## src/rtl/lbp_hist.sv

```systemverilog
// lbp_hist: snoops LBP result writes, builds a 10-bin rotation-invariant
// uniform (riu2) histogram over interior pixels, and streams it out on finish.
module lbp_hist #(
    parameter int unsigned IMG_W   = 8,
    parameter int unsigned EXP_PIX = 36,
    parameter int unsigned CNT_W   = 6
) (
    input  logic             clk,
    input  logic             reset,
    input  logic             lbp_write,
    input  logic [5:0]       lbp_addr,
    input  logic [7:0]       lbp_data,
    input  logic             finish,
    input  logic             hist_clr,
    output logic             hist_valid,
    input  logic             hist_ready,
    output logic [3:0]       hist_bin,
    output logic [CNT_W-1:0] hist_count,
    output logic             hist_last,
    output logic             done,
    output logic             err
);

    localparam int unsigned NBIN   = 10;
    localparam int unsigned BIN_W  = 4;
    localparam int unsigned ADDR_W = 6;

    typedef enum logic [1:0] {CLEAR, ACCUM, DUMP, DONE} state_t;

    state_t                           state_q, state_n;
    logic [NBIN-1:0][CNT_W-1:0]       bins_q, bins_n;
    logic [CNT_W-1:0]                 cnt_q, cnt_n;
    logic [BIN_W-1:0]                 idx_q, idx_n;
    logic                             err_n;
    logic                             valid_n, last_n, done_n;
    logic [BIN_W-1:0]                 bin_n;
    logic [CNT_W-1:0]                 count_n;
    logic [ADDR_W-1:0]                row, col;
    logic                             addr_ok;
    logic [BIN_W-1:0]                 code_bin;

    // riu2 bin: popcount for codes with at most two circular transitions, else 9
    function automatic logic [BIN_W-1:0] riu2_bin(input logic [7:0] d);
        logic [7:0]       rot;
        logic [BIN_W-1:0] t;
        logic [BIN_W-1:0] pc;
        rot = {d[0], d[7:1]};
        t   = '0;
        pc  = '0;
        for (int i = 0; i < 8; i++) begin
            t  = t + BIN_W'(d[i] ^ rot[i]);
            pc = pc + BIN_W'(d[i]);
        end
        return (t <= BIN_W'(2)) ? pc : BIN_W'(NBIN - 1);
    endfunction

    // Address decode and code classification for the current write
    always_comb begin
        row      = lbp_addr / ADDR_W'(IMG_W);
        col      = lbp_addr % ADDR_W'(IMG_W);
        addr_ok  = (row >= ADDR_W'(1)) && (row <= ADDR_W'(IMG_W - 2)) &&
                   (col >= ADDR_W'(1)) && (col <= ADDR_W'(IMG_W - 2));
        code_bin = riu2_bin(lbp_data);
    end

    // Next-state, histogram update and next output values
    always_comb begin
        state_n = state_q;
        bins_n  = bins_q;
        cnt_n   = cnt_q;
        idx_n   = idx_q;
        err_n   = err;

        if (hist_clr) begin
            state_n = CLEAR;
            err_n   = 1'b0;
        end else begin
            case (state_q)
                CLEAR: begin
                    bins_n  = '0;
                    cnt_n   = '0;
                    idx_n   = '0;
                    err_n   = 1'b0;
                    state_n = ACCUM;
                end
                ACCUM: begin
                    if (lbp_write) begin
                        if (addr_ok) begin
                            if (bins_n[code_bin] != '1)
                                bins_n[code_bin] = bins_n[code_bin] + CNT_W'(1);
                            if (cnt_n != '1)
                                cnt_n = cnt_n + CNT_W'(1);
                        end else begin
                            err_n = 1'b1;
                        end
                    end
                    // same-cycle write is already folded into cnt_n
                    if (finish) begin
                        state_n = DUMP;
                        idx_n   = '0;
                        if (cnt_n != CNT_W'(EXP_PIX))
                            err_n = 1'b1;
                    end
                end
                DUMP: begin
                    if (lbp_write)
                        err_n = 1'b1;
                    if (hist_ready) begin
                        if (idx_q == BIN_W'(NBIN - 1))
                            state_n = DONE;
                        else
                            idx_n = idx_q + BIN_W'(1);
                    end
                end
                DONE: begin
                    if (lbp_write)
                        err_n = 1'b1;
                end
                default: state_n = CLEAR;
            endcase
        end

        valid_n = (state_n == DUMP);
        bin_n   = valid_n ? idx_n : '0;
        count_n = valid_n ? bins_n[idx_n] : '0;
        last_n  = valid_n && (idx_n == BIN_W'(NBIN - 1));
        done_n  = (state_n == DONE);
    end

    // State, histogram and registered outputs
    always_ff @(posedge clk) begin
        if (reset) begin
            state_q    <= CLEAR;
            bins_q     <= '0;
            cnt_q      <= '0;
            idx_q      <= '0;
            err        <= 1'b0;
            hist_valid <= 1'b0;
            hist_bin   <= '0;
            hist_count <= '0;
            hist_last  <= 1'b0;
            done       <= 1'b0;
        end else begin
            state_q    <= state_n;
            bins_q     <= bins_n;
            cnt_q      <= cnt_n;
            idx_q      <= idx_n;
            err        <= err_n;
            hist_valid <= valid_n;
            hist_bin   <= bin_n;
            hist_count <= count_n;
            hist_last  <= last_n;
            done       <= done_n;
        end
    end

endmodule
```

## config.mk

```make
export PLATFORM = sky130hd
export DESIGN_NAME = lbp_hist
export DESIGN_NICKNAME = d
export VERILOG_FILES = /design/src/rtl/lbp_hist.sv
export SDC_FILE = /design/constraint.sdc
export NUM_CORES = 1
export LEC_CHECK = 0
export ABC_AREA = 1
export ABC_CLOCK_PERIOD_IN_PS = 7700
export CORE_ASPECT_RATIO = 1.75
export CORE_UTILIZATION = 60
export CTS_CLUSTER_DIAMETER = 120
export DETAILED_ROUTE_END_ITERATION = 8
export GPL_TIMING_DRIVEN = 0
export HOLD_SLACK_MARGIN = 0.08
export PLACE_DENSITY = 0.92
export SLEW_MARGIN = 0
export SYNTH_ARGS = -nofsm -noshare
export SYNTH_HDL_FRONTEND = slang
export SYNTH_SLANG_ARGS = --single-unit
```

## constraint.sdc

```tcl
create_clock -name clk -period 7.7 [get_ports clk]
set_input_delay 1.155 -clock clk [delete_from_list [all_inputs] [get_ports clk]]
set_output_delay 1.155 -clock clk [all_outputs]
set_load 0.02 [all_outputs]
```

======== Word-level counts from Yosys, hierarchy flattened ========
Index checks and enable logic that the tools add are counted.
operators by class
  equality and inequality tests ........... 11
  bitwise operators ....................... 10
  shift-type cells ........................ 0
  magnitude comparators ................... 8
  multiply operators ...................... 0
  reductions and logical operators ........ 11
  multiplexer cells ....................... 35
  divide/modulo/power cells ............... 0
  $add $sub $neg .......................... 17
operators with widths
  kind                   count
  $mux W60               4
  $pmux W60 S2           1
  $bwmux W60             1
  $bmux W6 S4            2
  $mux W6                8
  $add A4 B1 Y4          8
  $demux W6 S4           1
  $mux W4                5
  $ne A6 B6 Y1 const B   3
  $add A6 B1 Y6 const B  2
  $pmux W4 S3            1
  $pmux W6 S2            1
  $lt A4 B5 Y1 const B   2
  $add A3 B1 Y4          2
  $eq A2 B2 Y1 const B   4
  $eq A4 B4 Y1 const B   2
  $mux W2                4
  $xor A1 B1 Y1          8
  $add A2 B1 Y3          2
  $ge A3 B1 Y1 const B   2
  $le A3 B3 Y1 const B   2
  $pmux W2 S3            1
  $reduce_or A2 Y1       3
  $logic_and A1 B1 Y1    5
  12 further kinds       18
storage, ports and cells
  bits in writable memories ............... 0
  memory bits (read-only) ................. 0
  bits in latches ......................... 0
  register bits ........................... 86
  memories ................................ 0
  bits of input ports ..................... 20
  word-level logic and storage cells ...... 111

======== Logic depth before layout (Yosys ltp) ========
Gate-level depths: netlist of the first run.
  word-level depth ........................ 22
  mapped depth ............................ 34

======== Least setup slack after synthesis of the first run ========
No wires, ideal clock.
  kind .................................... in2reg
  from .................................... in lbp_data[0]
  to ...................................... reg hist_count[0]
  slack ................................... 1165 ps
  buffers on the path ..................... 2
  arrival ................................. 6414 ps
  cell stages on the path ................. 29
  data required time ...................... 7579 ps
  path through ............................ ha_1 -> inv_1 -> fa_1 -> fa_1 -> inv_1 -> fa_1 -> ha_1 -> fa_1 -> nand2_1 -> inv_1 -> nor2_4 -> nand3_2 -> nand2_2 -> nor2_1 -> nor2_1 -> a21oi_1 -> nor3_2 -> clkbuf_1 -> ha_1 -> nand3_1 -> nor2_2 -> nand2_2 -> buf_6 -> nand3_2 -> inv_2 -> o211ai_1 -> o21ai_1 -> o211ai_1 -> a21oi_1
between the ends
  word-level cells in the longest chain between the ends .. 22
RTL lines
  element                                                                RTL line  RTL
  start, declared                                                        12        input logic [7:0] lbp_data,
  $xor A1 B1 Y1                                                          51        t = t + BIN_W'(d[i] ^ rot[i]);
  $add A1 B1 Y2                                                          51
  $add A2 B1 Y3                                                          51
  $add A3 B1 Y4                                                          51
  $add A4 B1 Y4 (4 in a row)                                             51
  $le A4 B2 Y1                                                           54        return (t <= BIN_W'(2)) ? pc : BIN_W'(NBIN - 1);
  $mux W4 *                                                              54
  parallel branches: the longest is 5 deep, another holds $add A6 B1 Y6  -
  $mux W60 *                                                             89        if (bins_n[code_bin] != '1)
  $mux W60 *                                                             88        if (addr_ok) begin
  $mux W60 *                                                             87        if (lbp_write) begin
  $pmux W60 S2 *                                                         78        case (state_q)
  $mux W60 *                                                             74        if (hist_clr) begin
  $bmux W6 S4 *                                                          125       count_n = valid_n ? bins_n[idx_n] : '0;
  $mux W6 (implied by the code) *                                        125
  end signal, assigned                                                   151       hist_count <= count_n;
  end, declared                                                          18        output logic [CNT_W-1:0] hist_count,
Every way passes the cells marked *. The select of a mux whose other input is x is not followed.
A chain may end at the register's enable or synchronous reset.

======== Worst setup path in the final report of the first run ========
  from .................................... in lbp_data[0]
  to ...................................... reg hist_count[2]
Same word-level chain as after synthesis.

==> results.sh, run 1 <==
export IMPL_met2_length_um=10100
export IMPL_cp_slowest_cell="fa_1"
export IMPL_synth_edf_count=0
export IMPL_synth_compound_area_share_pct=12.6
export IMPL_fillCellCount=833
export IMPL_h_tree_depth=3
export IMPL_hold_class="register to register"
export IMPL_power_uw=2310
export IMPL_initial_core_util_pct=62.5
export IMPL_placed_cell_area_um2=6460
export IMPL_r2r_setup_slack_ns=4.35
export IMPL_io_pins=34
export IMPL_fin_cells=1139
export IMPL_maxCapViolations=0
export IMPL_seq_area_frac_synth_pct=28.8
export IMPL_design_area_um2=6860
export IMPL_grt_setup_unrepaired="no"
export IMPL_p_comb_share_pct=61.7
export IMPL_yosysUniqueCellTypes=41
export IMPL_setup_viol=0
export IMPL_p_leak_uw=0.00296
export IMPL_grt_max_degree=16
export IMPL_cp_top_family="adder cells"
export IMPL_vias_per_cell=6.08
export IMPL_die_area_um2=10400
export IMPL_switchingPower_uw=1240
export IMPL_dpl_cell_count=1115
export IMPL_met3_length_um=2340
export IMPL_syn_area_um2=5990
export IMPL_ys_seq_elements=86
export IMPL_synthCells=961
export IMPL_ant_nets=0
export IMPL_critPathMaxFanout=10
export IMPL_power_density_nw_per_um2=337
export IMPL_min_period_ns=7.44
export IMPL_synth_simple_area_share_pct=41.2
export IMPL_cts_root_buf="clkbuf_16"
export IMPL_tightest_slew_ns=1.23
export IMPL_status="finished, final reports clean"
export IMPL_layout_nets=1051
export IMPL_synth_top_family_by_area="simple AND/OR/NAND/NOR gates"
export IMPL_dpl_hpwl_um=15400
export IMPL_grt_pass1_wl_um=33200
export IMPL_peakVddDrop_mv=0.311
export IMPL_ys_flop_type="dfxtp_1"
export IMPL_die_h_um=134
export IMPL_grt_pass1_vias=6468
export IMPL_syn_to_final_growth_pct=14.6
export IMPL_async_flop_share_pct=0
export IMPL_drtIter0Drc=973
export IMPL_finalCritPeriodShare_pct=96.6
export IMPL_io_buffers=32
export IMPL_hold_violations=0
export IMPL_hp_start="bins_q[16]$_SDFF_PP0_"
export IMPL_clockBufferDepth=2
export IMPL_crit_type="primary input to register"
export IMPL_syn_area_per_cell_um2=6.23
export IMPL_wl_per_cell_um=18.7
export IMPL_place_gp_congestion=1.07
export IMPL_synthAdderAreaFrac_pct=4.97
export IMPL_required_ns=7.97
export IMPL_cts_made_buffers=9
export IMPL_cts_tree="done"
export IMPL_coreArea_um2=9590
export IMPL_wl_um=21300
export IMPL_drive_above_1_share_pct=7.28
export IMPL_highest_layer="met4"
export IMPL_antenna_found_initial=0
export IMPL_pwr_share_clk_pct=18.8
export IMPL_max_slew_margin_pct=17.4
export IMPL_postCtsHoldBufs=0
export IMPL_slew_violations=0
export IMPL_grt_overflow=0
export IMPL_cp_data_arrival_time_ns=7.71
export IMPL_clock_sinks=86
export IMPL_critPathLaunchType="primary input"
export IMPL_num_vias=6929
export IMPL_muxShareOfSynthArea_pct=0
export IMPL_fmax_mhz=134
export IMPL_clk_pin_slew_ns=0.06
export IMPL_num_antenna_cells=0
export IMPL_r2r_start="state_q[1]$_SDFF_PP0_"
export IMPL_track_usage_pct=42.5
export IMPL_worstSetupEndpointType="register"
export IMPL_path_buf_inv=10
export IMPL_r2r_end="hist_count[1]$_SDFF_PP0_"
export IMPL_min_delay_path_depth=2
export IMPL_whs_endpoint="bins_q[16]$_SDFF_PP0_"
export IMPL_ys_warn_count=0
export IMPL_utilization_pct=71.6
export IMPL_p_seq_share_pct=19.5
export IMPL_drc=0
export IMPL_syn_nets=1000
export IMPL_p_sw_share_pct=53.5
export IMPL_met1Wirelength_um=6830
export IMPL_r2r_cells=9
export IMPL_rows=47
export IMPL_clock_latency_ns=0.35
export IMPL_die_w_um=77.5
export IMPL_finClkSkew_ns=0.0107
export IMPL_synth_xor_area_share_pct=1.46
export IMPL_dr_pass1_iters=6
export IMPL_power_internal_uw=1070
export IMPL_critPathMaxStageDelay_ns=0.55
==> cells in the mapped netlist (all sizes together), types with 6 or more instances <==
| cell | n | area (um^2) |
|---|---|---|
| a21oi | 88 | 440 |
| a22oi | 8 | 60.1 |
| buf | 11 | 72.6 |
| clkbuf | 24 | 90.1 |
| dfxtp | 86 | 1720 |
| fa | 8 | 160 |
| ha | 11 | 138 |
| inv | 129 | 484 |
| nand2 | 255 | 980 |
| nand3 | 157 | 863 |
| nand4 | 18 | 143 |
| nor2 | 96 | 388 |
| nor3 | 6 | 35.0 |
| o211ai | 9 | 67.6 |
| o21ai | 24 | 120 |
==> power by group through the flow <==
stage,sequential [uW],clock [uW],combinational [uW]
finish,450,435,1420
global route,450,449,1490
CTS,450,429,1210
detailed placement,460,0,1180
global placement,460,0,1160
floorplan,460,0,777
==> cell type report <==
cell class              instances  area [um^2]  area share [%]
plain buffers                  35          173            2.52
clock buffers                  11          253            3.68
clock inverters                 5         41.3           0.602
inverters                     133          499            7.28
multi-input cells             707         3640            53.1
flip-flops and latches         86         1720            25.1
well taps                     122          153            2.23
repair buffers                 40          380            5.54
==> registers in the layout, indices dropped and copies added, names as in the netlist, 2 cells and up <==
register,flops
bins_q,60
hist_count,6
idx_q,4
hist_bin,4
cnt_q,6
state_q,2
==> worst register-to-register path: stages, from the launching register on <==
cell and delay [ns]:
dfxtp_1 0.35, nand2_1 0.10, inv_1 0.06, nor3_1 0.41
o21ai_0 0.17, nand2_1 0.35, inv_1 0.23, nor3_1 1.02
o211ai_1 0.34, a21oi_1 0.25
==> layout by cell type, fill, tap and decap left out, drive strengths merged, types with 6 or more instances in the layout <==
cell           Yosys  layout
nand2            255     255
fa                 8       8
o21ai             24      24
nand4             18      18
clkdlybuf4s50      0      32
nor3               6       6
inv              129     130
o211ai             9       9
a22oi              8       8
nor2              96      96
a21oi             88      88
clkbuf            24      34
buf               11      20
clkinv             4       6
nand3            157     157
ha                11      11
dfxtp             86      86
==> what timing repair did <==
action / in CTS / in global routing
endpoints found under the hold margin: 0 / 0
endpoints found under the setup margin: 40 / 55
setup buffers: 1 / 7
gates resized for setup: 3 / 10
pin swaps: 1 / 5
==> cells by family after synthesis <==
| group | Yosys count |
|---|---|
| and+or+nand+nor | 541 |
| xor gates and xnor gates | 10 |
| buffers and inverters | 168 |
| adders and majority gates | 19 |
| DFF | 86 |
| AOI/OAI and AO/OA | 137 |
==> metal layers <==
| layer | vias up | track usage (%) |
|---|---|---|
| li1 | 3242 | - |
| met1 | 3064 | 45.1 |
| met2 | 477 | 70.4 |
| met3 | 146 | 9.05 |
| met4 | 0 | 37.2 |
| met5 | - | 0 |
==> stage by stage <==
step / TNS [ns] / hold slack, ns / setup slack (ns)
floorplan: 0 / 0.466 / 1.17
global placement: -19.46 / 0.476 / -0.776
detailed placement: -27.04 / 0.483 / -0.868
CTS: 0 / 0.493 / 0.0396
global route: 0 / 0.515 / 0.00869
finish: 0 / 0.492 / 0.261
==> worst max-delay path by stage <==
stage,cells past startpoint,slack [ns],end,start
4_1_cts,33,0.04,hist_count[5]$_SDFF_PP0_,lbp_data[0]
2_1_floorplan,29,1.17,hist_count[0]$_SDFF_PP0_,lbp_data[0]
3_3_place_gp,32,-0.78,hist_count[5]$_SDFF_PP0_,lbp_data[0]
6_report,32,0.26,hist_count[2]$_SDFF_PP0_,lbp_data[0]
5_1_grt,32,0.009,hist_count[2]$_SDFF_PP0_,lbp_data[0]
3_5_place_dp,32,-0.87,hist_count[5]$_SDFF_PP0_,lbp_data[0]
Power figures use the tool's default switching activity.
==> inputs of run 2 (changes only) <==
ABC_CLOCK_PERIOD_IN_PS = 8300   (was 7700)
MAX_ROUTING_LAYER = met4   (was default)
clock period = 8.3 ns   (was 7.7 ns; I/O delays follow)
==> run 2 against run 1 <==
Net effect: sequential share of layout area up 0.19 points; cell area is 0.77% lower; power decreased by 10%; register-to-register slack better by 0.43 ns; worst setup slack better by 0.049 ns; first-iteration DRC count down 14%; global-route usage up 1.1 points; clock power down 2%.
==> results.sh, run 2 (synthesized netlist as in run 1, its figures left out) <==
export IMPL_status="finished, final reports clean"
export IMPL_min_period_ns=7.99
export IMPL_slew_violations=0
export IMPL_placed_cell_area_um2=6460
export IMPL_fillCellCount=866
export IMPL_grt_pass1_vias=6364
export IMPL_worstSetupEndpointType="register"
export IMPL_die_area_um2=10400
export IMPL_finalCritPeriodShare_pct=96.3
export IMPL_cts_made_buffers=9
export IMPL_maxCapViolations=0
export IMPL_drtIter0Drc=836
export IMPL_ant_nets=0
export IMPL_dr_pass1_iters=9
export IMPL_grt_pass1_wl_um=32900
export IMPL_use_met3_pct=7.55
export IMPL_cp_endpoint="hist_count[3]$_SDFF_PP0_"
export IMPL_clock_sinks=86
export IMPL_switchingPower_uw=1100
export IMPL_drc=0
export IMPL_grt_max_degree=16
export IMPL_critPathMaxFanout=10
export IMPL_tightest_slew_ns=1.23
export IMPL_fmax_mhz=125
export IMPL_worstSetupStartpoint="lbp_data[0]"
export IMPL_r2r_end="hist_count[3]$_SDFF_PP0_"
export IMPL_peakVddDrop_mv=0.278
export IMPL_r2r_start="bins_q[24]$_SDFF_PP0_"
export IMPL_dpl_hpwl_um=15300
export IMPL_critPathMaxStageDelay_ns=0.54
export IMPL_num_antenna_cells=0
export IMPL_busiest_layer="met2"
export IMPL_grtUsageMet2_pct=71.0
export IMPL_max_slew_margin_pct=17.5
export IMPL_wl_um=21200
export IMPL_r2r_setup_slack_ns=4.78
export IMPL_path_depth=33
export IMPL_clockBufferDepth=2
export IMPL_antenna_found_initial=0
export IMPL_syn_to_final_growth_pct=13.7
export IMPL_design_area_um2=6810
export IMPL_io_pins=34
export IMPL_vias_per_cell=6.17
export IMPL_finClkSkew_ns=0.00940
export IMPL_r2r_cells=19
export IMPL_cp_top_family="simple AND/OR/NAND/NOR gates"
export IMPL_cp_slowest_cell="fa_1"
export IMPL_place_gp_congestion=1.12
export IMPL_power_internal_uw=965
export IMPL_drive_above_1_share_pct=6.52
export IMPL_cp_data_arrival_time_ns=8.26
export IMPL_path_buf_inv=7
export IMPL_hold_ws_ns=0.493
export IMPL_hold_violations=0
export IMPL_cts_root_buf="clkbuf_16"
export IMPL_grt_setup_unrepaired="no"
export IMPL_rows=47
export IMPL_clk_pin_slew_ns=0.07
export IMPL_clock_latency_ns=0.35
export IMPL_cts_tree="done"
export IMPL_critPathLaunchType="primary input"
export IMPL_p_leak_uw=0.00294
export IMPL_power_density_nw_per_um2=304
export IMPL_largest_reg_flops=60
export IMPL_wl_per_cell_um=18.7
export IMPL_seq_area_um2=1720
export IMPL_layout_commonest_cell="nand2_1"
export IMPL_crit_top_cell="nand3_1"
export IMPL_coreArea_um2=9590
export IMPL_initial_core_util_pct=62.5
export IMPL_num_vias=6998
export IMPL_layout_nets=1046
export IMPL_multi_input_area_um2=3610
export IMPL_die_w_um=77.5
export IMPL_setup_viol=0
export IMPL_dp_slack_ns=-0.350
export IMPL_required_ns=8.57
export IMPL_hold_class="register to register"
export IMPL_final_cell_mix="249 x nand2_1, 146 x nand3_1, 119 x inv_1, 90 x nor2_1, 88 x a21oi_1"
export IMPL_pwr_share_clk_pct=20.6
export IMPL_top_register="bins_q"
export IMPL_met1_usage_pct=45.2
export IMPL_fin_setup_tns_ns=0
export IMPL_track_usage_pct=43.6
export IMPL_utilization_pct=71.0
export IMPL_crit_type="primary input to register"
export IMPL_layout_setup_ws_ns=0.310
export IMPL_p_sw_share_pct=53.3
export IMPL_p_seq_share_pct=20.2
export IMPL_io_buffers=32
export IMPL_h_tree_depth=3
export IMPL_postCtsHoldBufs=0
export IMPL_grt_overflow=0
export IMPL_p_comb_share_pct=59.2
export IMPL_die_h_um=134
export IMPL_top_regs="bins_q: 60 flops, cnt_q: 6 flops, hist_count: 6 flops"
[run 2: routing by layer]
layer / up-vias / wire length [um]
li1: 3220 / -
met1: 3116 / 6890
met2: 494 / 10100
met3: 168 / 2130
met4: 0 / 2130
met5: - / 0
[run 2: how the worst min path moves through the flow]
stage / startpoint / endpoint / slack (ns) / cells past startpoint
floorplan: cnt_q[1]$_SDFFE_PP0P_ / cnt_q[1]$_SDFFE_PP0P_ / 0.47 / 2
CTS: bins_q[8]$_SDFF_PP0_ / bins_q[8]$_SDFF_PP0_ / 0.49 / 2
detailed placement: bins_q[8]$_SDFF_PP0_ / bins_q[8]$_SDFF_PP0_ / 0.48 / 2
global route: bins_q[0]$_SDFF_PP0_ / bins_q[0]$_SDFF_PP0_ / 0.51 / 2
finish: bins_q[23]$_SDFF_PP0_ / bins_q[23]$_SDFF_PP0_ / 0.49 / 2
global placement: bins_q[16]$_SDFF_PP0_ / bins_q[16]$_SDFF_PP0_ / 0.48 / 2
[run 2: what timing repair did]
action	in CTS	in global routing
buffers inserted	0	3
gates resized for setup	0	9
setup endpoints to repair	0	66
[run 2: tightest hold or removal path, stage by stage, from the launching register on]
cell,delay [ns]
dfxtp_1,0.31
nand2_1,0.07
a21oi_1,0.06
[run 2: area by class of cell]
cell class                      count  share of cell area (%)
Multi-Input combinational cell    707                    53.1
Sequential cell                    86                    25.3
Inverter                          133                    7.33
Timing Repair Buffer               35                    5.04
Clock buffer                       11                    3.57
Buffer                             35                    2.48
Tap cell                          122                    2.24
Clock inverter                      5                   0.974
[run 2: stage by stage]
stage	total power, uW	instances
final	2070	1134
after global routing	2130	1134
after CTS	1930	1131
after global placement	1500	1115
after detailed placement	1510	1115
after floorplan	1150	961
[run 2: power groups by stage]
stage | clock network, uW | logic [uW] | registers, uW
global placement | 0 | 1070 | 427
CTS | 423 | 1090 | 417
detailed placement | 0 | 1080 | 427
global route | 445 | 1270 | 418
floorplan | 0 | 721 | 427
finish | 427 | 1220 | 417
==> inputs of run 3 (changes only) <==
CORE_MARGIN = 2   (was default)
==> run 3 against run 2 <==
Net effect: global-route usage fell by 3.1 points; clock skew rose by 0.00073 ns; worst setup slack got worse by 0.10 ns; die area rose by 4.1%; sequential power barely moved; register-to-register slack got worse by 0.02 ns; critical path type unchanged; highest routed layer unchanged; combinational power fell by 4%; power fell by 2.0%; hold slack got worse by 0.0014 ns; clock-buffer cell count fell by 1.
==> results.sh, run 3 (synthesized netlist as in run 1, its figures left out) <==
export IMPL_placed_cell_area_um2=6460
export IMPL_num_vias=6880
export IMPL_clockBufferDepth=2
export IMPL_io_buffers=32
export IMPL_hold_violations=0
export IMPL_place_gp_congestion=1.06
export IMPL_worstSetupEndpointType="register"
export IMPL_ant_nets=0
export IMPL_track_usage_pct=40.5
export IMPL_fmax_mhz=124
export IMPL_grt_setup_unrepaired="no"
export IMPL_drive_above_1_share_pct=6.05
export IMPL_syn_to_final_growth_pct=13.3
export IMPL_io_pins=34
export IMPL_layout_commonest_cell="nand2_1"
export IMPL_clk_pin_slew_ns=0.06
export IMPL_critPathLaunchType="primary input"
export IMPL_dp_slack_ns=-0.209
export IMPL_fillCellCount=885
export IMPL_grt_pass1_wl_um=32000
export IMPL_grt_max_degree=15
export IMPL_cp_data_arrival_time_ns=8.32
export IMPL_cts_tree="done"
export IMPL_antenna_found_initial=0
export IMPL_vias_per_cell=6.07
export IMPL_cts_made_buffers=9
export IMPL_grt_pass1_vias=6258
export IMPL_maxCapViolations=0
export IMPL_critPathMaxFanout=10
export IMPL_drtIter0Drc=928
export IMPL_clock_latency_ns=0.35
export IMPL_design_area_um2=6780
export IMPL_dr_pass1_iters=7
export IMPL_hold_class="register to register"
export IMPL_drc=0
export IMPL_postCtsHoldBufs=0
export IMPL_power_density_nw_per_um2=299
export IMPL_h_tree_depth=3
export IMPL_die_h_um=136
export IMPL_multi_input_area_um2=3610
export IMPL_max_slew_margin_pct=21.9
export IMPL_die_w_um=79.5
export IMPL_slew_violations=0
export IMPL_wl_um=21100
export IMPL_coreArea_um2=9790
export IMPL_layout_nets=1043
export IMPL_tightest_slew_ns=1.16
export IMPL_p_leak_uw=0.00292
export IMPL_top_regs="bins_q: 60 flops, cnt_q: 6 flops, hist_count: 6 flops"
export IMPL_wl_per_cell_um=18.6
export IMPL_peakVddDrop_mv=0.277
export IMPL_initial_core_util_pct=61.2
export IMPL_seq_area_um2=1720
export IMPL_power_uw=2030
export IMPL_dpl_hpwl_um=15600
export IMPL_crit_type="primary input to register"
export IMPL_final_cell_mix="249 x nand2_1, 146 x nand3_1, 119 x inv_1, 91 x nor2_1, 88 x a21oi_1"
export IMPL_cp_slowest_cell="fa_1"
export IMPL_largest_reg_flops=60
export IMPL_grt_overflow=0
export IMPL_die_area_um2=10800
export IMPL_finClkSkew_ns=0.0101
export IMPL_min_period_ns=8.09
export IMPL_critPathMaxStageDelay_ns=0.55
export IMPL_hold_ws_ns=0.491
export IMPL_setup_viol=0
export IMPL_status="finished, final reports clean"
export IMPL_num_antenna_cells=0
export IMPL_required_ns=8.52
export IMPL_fin_setup_tns_ns=0
export IMPL_layout_setup_ws_ns=0.205
export IMPL_clock_sinks=86
export IMPL_rows=48
export IMPL_top_register="bins_q"
export IMPL_crit_top_cell="nand3_1"
export IMPL_finalCritPeriodShare_pct=97.5
export IMPL_cts_root_buf="clkbuf_16"
[run 3: critical path, delay by kind of cell]
kind / cells / cell delay, ns
and+or+nand+nor: 13 / 2.52
adders and majority gates: 7 / 2.79
AOI/OAI and AO/OA: 3 / 0.45
buffers and inverters: 6 / 1.29
[run 3: area by class of cell]
cell class                      instances  area share [%]
Timing Repair Buffer                   32            4.72
Tap cell                              125            2.31
Clock buffer                           10            3.38
Multi-Input combinational cell        707            53.2
Clock inverter                          5            1.25
Inverter                              133            7.36
Buffer                                 35            2.42
Sequential cell                        86            25.4
[run 3: stage by stage]
step,instances,utilization [%]
after CTS,1133,69.2
after floorplan,961,-
final,1133,69.3
after global routing,1133,69.3
after global placement,1118,66.0
after detailed placement,1118,66.0
[run 3: layer usage]
metal / GRT usage, % / wire, um / vias up
met4: 34.3 / 2120 / 0
met2: 66.3 / 10100 / 420
met3: 6.44 / 1810 / 145
met1: 41.6 / 7090 / 3092
li1: - / - / 3223
met5: - / 0 / -
[run 3: repair_timing]
action / in CTS / in global routing
endpoints found under the setup margin: 0 / 6
endpoints found under the hold margin: 0 / 0
resized for setup: 0 / 3
setup buffers: 0 / 0
[run 3: worst paths after layout]
path / startpoint / endpoint / slack, ns / cells past startpoint
setup / recovery: lbp_data[0] / hist_count[2]$_SDFF_PP0_ / 0.21 / 29
hold reg to reg: bins_q[47]$_SDFF_PP0_ / bins_q[47]$_SDFF_PP0_ / 0.49 / 2
hold / removal: bins_q[47]$_SDFF_PP0_ / bins_q[47]$_SDFF_PP0_ / 0.49 / 2
setup reg to reg: bins_q[48]$_SDFF_PP0_ / hist_count[2]$_SDFF_PP0_ / 4.76 / 17
[run 3: power by group]
| group | total, uW | switching, uW | internal, uW | leakage (uW) |
|---|---|---|---|---|
| logic | 1170 | 897 | 275 | 0.00208 |
| registers | 418 | 1.99 | 416 | 0.000693 |
| clock network | 437 | 174 | 263 | 0.000149 |
| total | 2030 | 1070 | 954 | 0.00292 |
